`src/rtl/pooling_2d_pkg.sv`:
```
`default_nettype none
// ============================================================================
// Module      : pooling_2d_pkg
// Description : Shared FSM encodings and defaults for the 2D pooling go/done
//               handshake controller.
// Revision    : 1.0 - initial release
// ============================================================================
package pooling_2d_pkg;

    localparam logic [1:0] ST_IDLE       = 2'd0;
    localparam logic [1:0] ST_WAIT_READY = 2'd1;
    localparam logic [1:0] ST_RUN        = 2'd2;
    localparam logic [1:0] ST_DONE       = 2'd3;

    localparam int CNT_WIDTH_DEFAULT = 32;

endpackage : pooling_2d_pkg
`default_nettype wire

```
`src/rtl/pooling_2d_go_done_cnt.sv`:
```
`default_nettype none
// ============================================================================
// Module      : pooling_2d_go_done_cnt
// Description : Saturating cycle counter with clear, enable and a compare-equal
//               flag against a fixed value.
// Revision    : 1.0 - initial release
// ============================================================================
module pooling_2d_go_done_cnt
    import pooling_2d_pkg::*;
#(
    parameter int               WIDTH     = CNT_WIDTH_DEFAULT,
    parameter logic [WIDTH-1:0] CMP_VALUE = '0
) (
    input  logic             clk,
    input  logic             rst,
    input  logic             i_clear,
    input  logic             i_enable,
    output logic [WIDTH-1:0] o_count,
    output logic             o_eq
);

    logic [WIDTH-1:0] r_count;

    // Clear wins over enable; the count sticks at all-ones instead of wrapping.
    always_ff @(posedge clk) begin
        if (rst) begin
            r_count <= '0;
        end else if (i_clear) begin
            r_count <= '0;
        end else if (i_enable && (r_count != {WIDTH{1'b1}})) begin
            r_count <= r_count + 1'b1;
        end
    end

    assign o_count = r_count;
    assign o_eq    = (r_count == CMP_VALUE);

endmodule : pooling_2d_go_done_cnt
`default_nettype wire

```
`src/rtl/pooling_2d_go_done.sv`:
```
`default_nettype none
// ============================================================================
// Module      : pooling_2d_go_done
// Description : Four-phase go/done handshake controller for the 2D pooling
//               core, with run-length counter and optional timeout.
// Revision    : 1.0 - initial release
// ============================================================================
module pooling_2d_go_done
    import pooling_2d_pkg::*;
#(
    parameter int CNT_WIDTH = CNT_WIDTH_DEFAULT,
    parameter int TIMEOUT   = 0
) (
    input  logic                 clk,
    input  logic                 reset,
    input  logic                 go_sync,
    output logic                 done,
    output logic                 busy,
    input  logic                 core_ready,
    output logic                 core_start,
    input  logic                 core_done,
    output logic [CNT_WIDTH-1:0] cnt_cycles,
    output logic                 err_timeout
);

    localparam logic [CNT_WIDTH-1:0] c_cmp_value =
        (TIMEOUT == 0) ? '0 : CNT_WIDTH'(TIMEOUT - 1);

    logic [1:0] r_state;
    logic [1:0] w_state_nxt;
    logic       r_done;
    logic       r_busy;
    logic       r_start;
    logic       r_err;
    logic       w_cnt_clear;
    logic       w_cnt_en;
    logic       w_cnt_eq;
    logic       w_timeout_hit;
    logic       w_done_seen;

    pooling_2d_go_done_cnt #(
        .WIDTH     (CNT_WIDTH),
        .CMP_VALUE (c_cmp_value)
    ) u_cnt (
        .clk      (clk),
        .rst      (reset),
        .i_clear  (w_cnt_clear),
        .i_enable (w_cnt_en),
        .o_count  (cnt_cycles),
        .o_eq     (w_cnt_eq)
    );

    generate
        if (TIMEOUT != 0) begin : g_timeout
            assign w_timeout_hit = w_cnt_eq;
        end else begin : g_no_timeout
            assign w_timeout_hit = 1'b0;
        end
    endgenerate

    // The start cycle is the only RUN cycle with r_start set; core_done is blind there.
    assign w_done_seen = (r_state == ST_RUN) && core_done && !r_start;

    always_comb begin
        w_state_nxt = r_state;
        w_cnt_clear = 1'b0;
        w_cnt_en    = 1'b0;
        case (r_state)
            ST_IDLE: begin
                if (go_sync) w_state_nxt = ST_WAIT_READY;
            end
            ST_WAIT_READY: begin
                if (core_ready) begin
                    w_state_nxt = ST_RUN;
                    w_cnt_clear = 1'b1;
                end
            end
            ST_RUN: begin
                if (w_done_seen) begin
                    w_state_nxt = ST_DONE;
                end else begin
                    w_cnt_en = 1'b1;
                    if (w_timeout_hit) w_state_nxt = ST_DONE;
                end
            end
            ST_DONE: begin
                if (!go_sync) w_state_nxt = ST_IDLE;
            end
            default: w_state_nxt = ST_IDLE;
        endcase
    end

    always_ff @(posedge clk) begin
        if (reset) begin
            r_state <= ST_IDLE;
            r_done  <= 1'b0;
            r_busy  <= 1'b0;
            r_start <= 1'b0;
            r_err   <= 1'b0;
        end else begin
            r_state <= w_state_nxt;
            r_done  <= (w_state_nxt == ST_DONE);
            r_busy  <= (w_state_nxt == ST_WAIT_READY) || (w_state_nxt == ST_RUN);
            r_start <= (r_state == ST_WAIT_READY) && core_ready;
            if (w_cnt_clear) begin
                r_err <= 1'b0;
            end else if ((r_state == ST_RUN) && !w_done_seen && w_timeout_hit) begin
                r_err <= 1'b1;
            end
        end
    end

    assign done        = r_done;
    assign busy        = r_busy;
    assign core_start  = r_start;
    assign err_timeout = r_err;

endmodule : pooling_2d_go_done
`default_nettype wire

```
`config.mk`:
```
export PLATFORM = sky130hd
export DESIGN_NAME = pooling_2d_go_done
export DESIGN_NICKNAME = d
export VERILOG_FILES = /design/src/rtl/pooling_2d_pkg.sv /design/src/rtl/pooling_2d_go_done_cnt.sv /design/src/rtl/pooling_2d_go_done.sv
export SDC_FILE = /design/constraint.sdc
export NUM_CORES = 1
export LEC_CHECK = 0
export CORE_MARGIN = 3
export CORE_UTILIZATION = 47
export CTS_BUF_LIST = sky130_fd_sc_hd__clkbuf_16
export DETAILED_ROUTE_END_ITERATION = 10
export GPL_ROUTABILITY_DRIVEN = 0
export PLACE_DENSITY_LB_ADDON = 0.3
export REMOVE_ABC_BUFFERS = 1
export SLEW_MARGIN = 25
export SYNTH_ARGS = -nofsm -noshare
export SYNTH_HDL_FRONTEND = slang
export SYNTH_HIERARCHICAL = 1
export SYNTH_SLANG_ARGS = --single-unit
```
`constraint.sdc`:
```
create_clock -name clk -period 2.46 [get_ports clk]
set_input_delay 0.369 -clock clk [delete_from_list [all_inputs] [get_ports clk]]
set_output_delay 0.369 -clock clk [all_outputs]
set_load 0.02 [all_outputs]
```
==> summary.md <==
| Metric | Value |
|---|---|
| Status | finished clean |
| Starting Density | 50.07% |
| First-pass GRT wire length | 7534 µm |
| Skew final | 0.003597 ns |
| Final ANT Viol Nets | 0 |
| Final hold vios | 0 |
| Largest net degree at the start of global routing | 16 |
| Chip Height | 69.15 µm |
| Post-CTS sizing | 0 |
| Clk sinks | 37 |
| Setup Buffers After CTS | 0 |
| Place WS | 0.05643 ns |
| DP HPWL | 3081 µm |
| Final nets | 272 |
| Full die area | ~0.0048 mm² |
| Critical-path cell list | clkdlybuf4s50_1 > nor2b_1 > nor2_1 > and3_2 > nand3_1 > or4_4 > or4_1 > a21oi_1 |
| Final setup TNS | 0 ns |
| # setup viols final | 0 |
| RSZ-0062 raised after global routing | no |
| Synth Instances | between 200 and 250 |
| CTS root buf | clkbuf_16 |
| Pre-antenna DRT Iters | 4 |
| PD cells | between 500 and 600 mW/mm² |
| Ratio of cells with drive above 1 in the final layout | 12.08% |
| Area growth, synth to finish | 34.58% |
| Setup slack, reg-to-reg | 0.40 ns |
| Startpoint types | primary input |
| Worst Setup Slack, final | 0.3458 ns |
| Vias in the first global route | between 1500 and 2000 |
| H-Tree Depth | 2 |
| Core Region | between 0.003 and 0.004 mm² |
| Clk buf depth | 2 |
| # diodes | 0 |
| Fin crit share | 85.94% |
| Worst Path Buf+Inv | 1 |
| Die width | 69.15 µm |
| DRT iter0 DRCs | 202 |
| Hold crit path type | flip-flop to flip-flop |
| Syn Area/Cell | 8.598 µm² |
| DR vias/cell | 5.776 |
| Slowest stage delay, CP | between 0.4 and 0.5 ns |
| Clock buffer count from CTS | 5 |
| Worst endpoint data arrival time | ~2.3 ns |
| Ys Warns | 6 |
| Average wire per standard cell | about 14 µm |
| Mapped cell area | 0.001874 mm² |
| FMAX | about 470 MHz |
| Leak Pwr | 0.8309 nW |
| Critical Path End Type | flip-flop |
| Via count | 1808 |
| CTS tree | yes |
| Fill count | between 300 and 400 |
| CP max-delay cell | or4_4 |
| Row count | 22 |
| Total of max-cap violations | 0 |
| Slew Limit Fails | 0 |
| Post-CTS Hold Buffers | 0 |
| I/O pins | 41 |
| Maximum fanout along the worst path | 4 |
| Initial antenna violation count | 0 |
| Clk pin slew, worst setup/hold paths | about 0.05 ns |
| Critical path class | primary input to flip-flop |
| Delay-heaviest family, CP | simple AND/OR/NAND/NOR gates |
| Total GRT Usage | between 10% and 20% |
| Min Clock Period, post-route | ~2.1 ns |
| IO Port Bufs | 39 |
| VDD IR max | ~0.00042 V |
| Gr ovfl total | 0 |
| Worst-skew pair later-pin latency | 0.28 ns |
| Drc violations | 0 |
| Critical Path RT | ~2.7 ns |
| Detailed Route WL | 4377 µm |
worst register-to-register path: stages (launching register included):
cell	delay, ns
dfxtp_1	0.43
and4_4	0.31
nand4_4	0.15
or4_4	0.56
or4_1	0.41
a21oi_1	0.14
layer usage:
layer	vias up	global-route usage (%)	wire length, µm	part of all wire [%]
met3	6	5.394	248	5.7
met4	0	6.508	62	1.4
met2	56	32.73	2205	50
met5	-	0	0	0
met1	826	22.65	1860	42
li1	920	-	-	-
final timing paths:
kind,depth (start not counted),start,to
worst max-delay path,8,core_done,u_cnt/o_count[29]$_SDFFE_PP0P_
worst min-delay path,2,u_cnt/o_count[30]$_SDFFE_PP0P_,u_cnt/o_count[30]$_SDFFE_PP0P_
worst max register to register,5,u_cnt/o_count[13]$_SDFFE_PP0P_,u_cnt/o_count[29]$_SDFFE_PP0P_
worst min register to register,2,u_cnt/o_count[30]$_SDFFE_PP0P_,u_cnt/o_count[30]$_SDFFE_PP0P_
cells in the final DEF, fill, tap and decap left out, types with 4 or more instances in the layout:
cell,n
nand2_1,13
or4_1,9
nor3_1,4
a21oi_1,25
nand3_1,13
buf_4,10
nor2_1,7
o21ai_0,15
or3_1,14
clkdlybuf4s50_1,39
inv_1,8
nand4_1,9
dfxtp_1,37
clkbuf_16,5
o31ai_1,9
cell type report:
| class | instances | area (µm²) | area share, % |
|---|---|---|---|
| Tap cell | 48 | 60.06 | 2.381 |
| Inverter | 8 | 30.03 | 1.190 |
| Sequential cell | 37 | 740.7 | 29.37 |
| Timing Repair Buffer | 49 | 465.4 | 18.45 |
| Clock buffer | 5 | 125.1 | 4.960 |
| Multi-Input combinational cell | 163 | 1036 | 41.07 |
| Clock inverter | 3 | 65.06 | 2.579 |
per-stage QoR:
| stage | cell area, µm² | util [%] | instances | power (mW) | hold slack (ns) |
|---|---|---|---|---|---|
| after global routing | 2522 | 67.38 | 313 | 1.556 | 0.5364 |
| after global placement | 2332 | 62.30 | 305 | 0.7066 | 0.4837 |
| after detailed placement | 2332 | 62.30 | 305 | 0.7090 | 0.4863 |
| final | 2522 | 67.38 | 313 | 1.503 | 0.4966 |
| after floorplan | 1807 | - | 208 | 0.6728 | 0.4333 |
| after CTS | 2522 | 67.38 | 313 | 1.521 | 0.4964 |
flip-flops by register name, summed over array words and instances, names as in the netlist:
signal and count:
busy 1, done 1, core_start 1, r_state 2
u_cnt/o_count 32
power by group:
| group | leakage, nW | internal (mW) | switching [mW] |
|---|---|---|---|
| registers | 0.299 | 0.609 | 0.00586 |
| clock network | 0.0938 | 0.578 | 0.231 |
| logic | 0.438 | 0.0380 | 0.0421 |
Note: power is estimated with default switching activity, not from simulation.
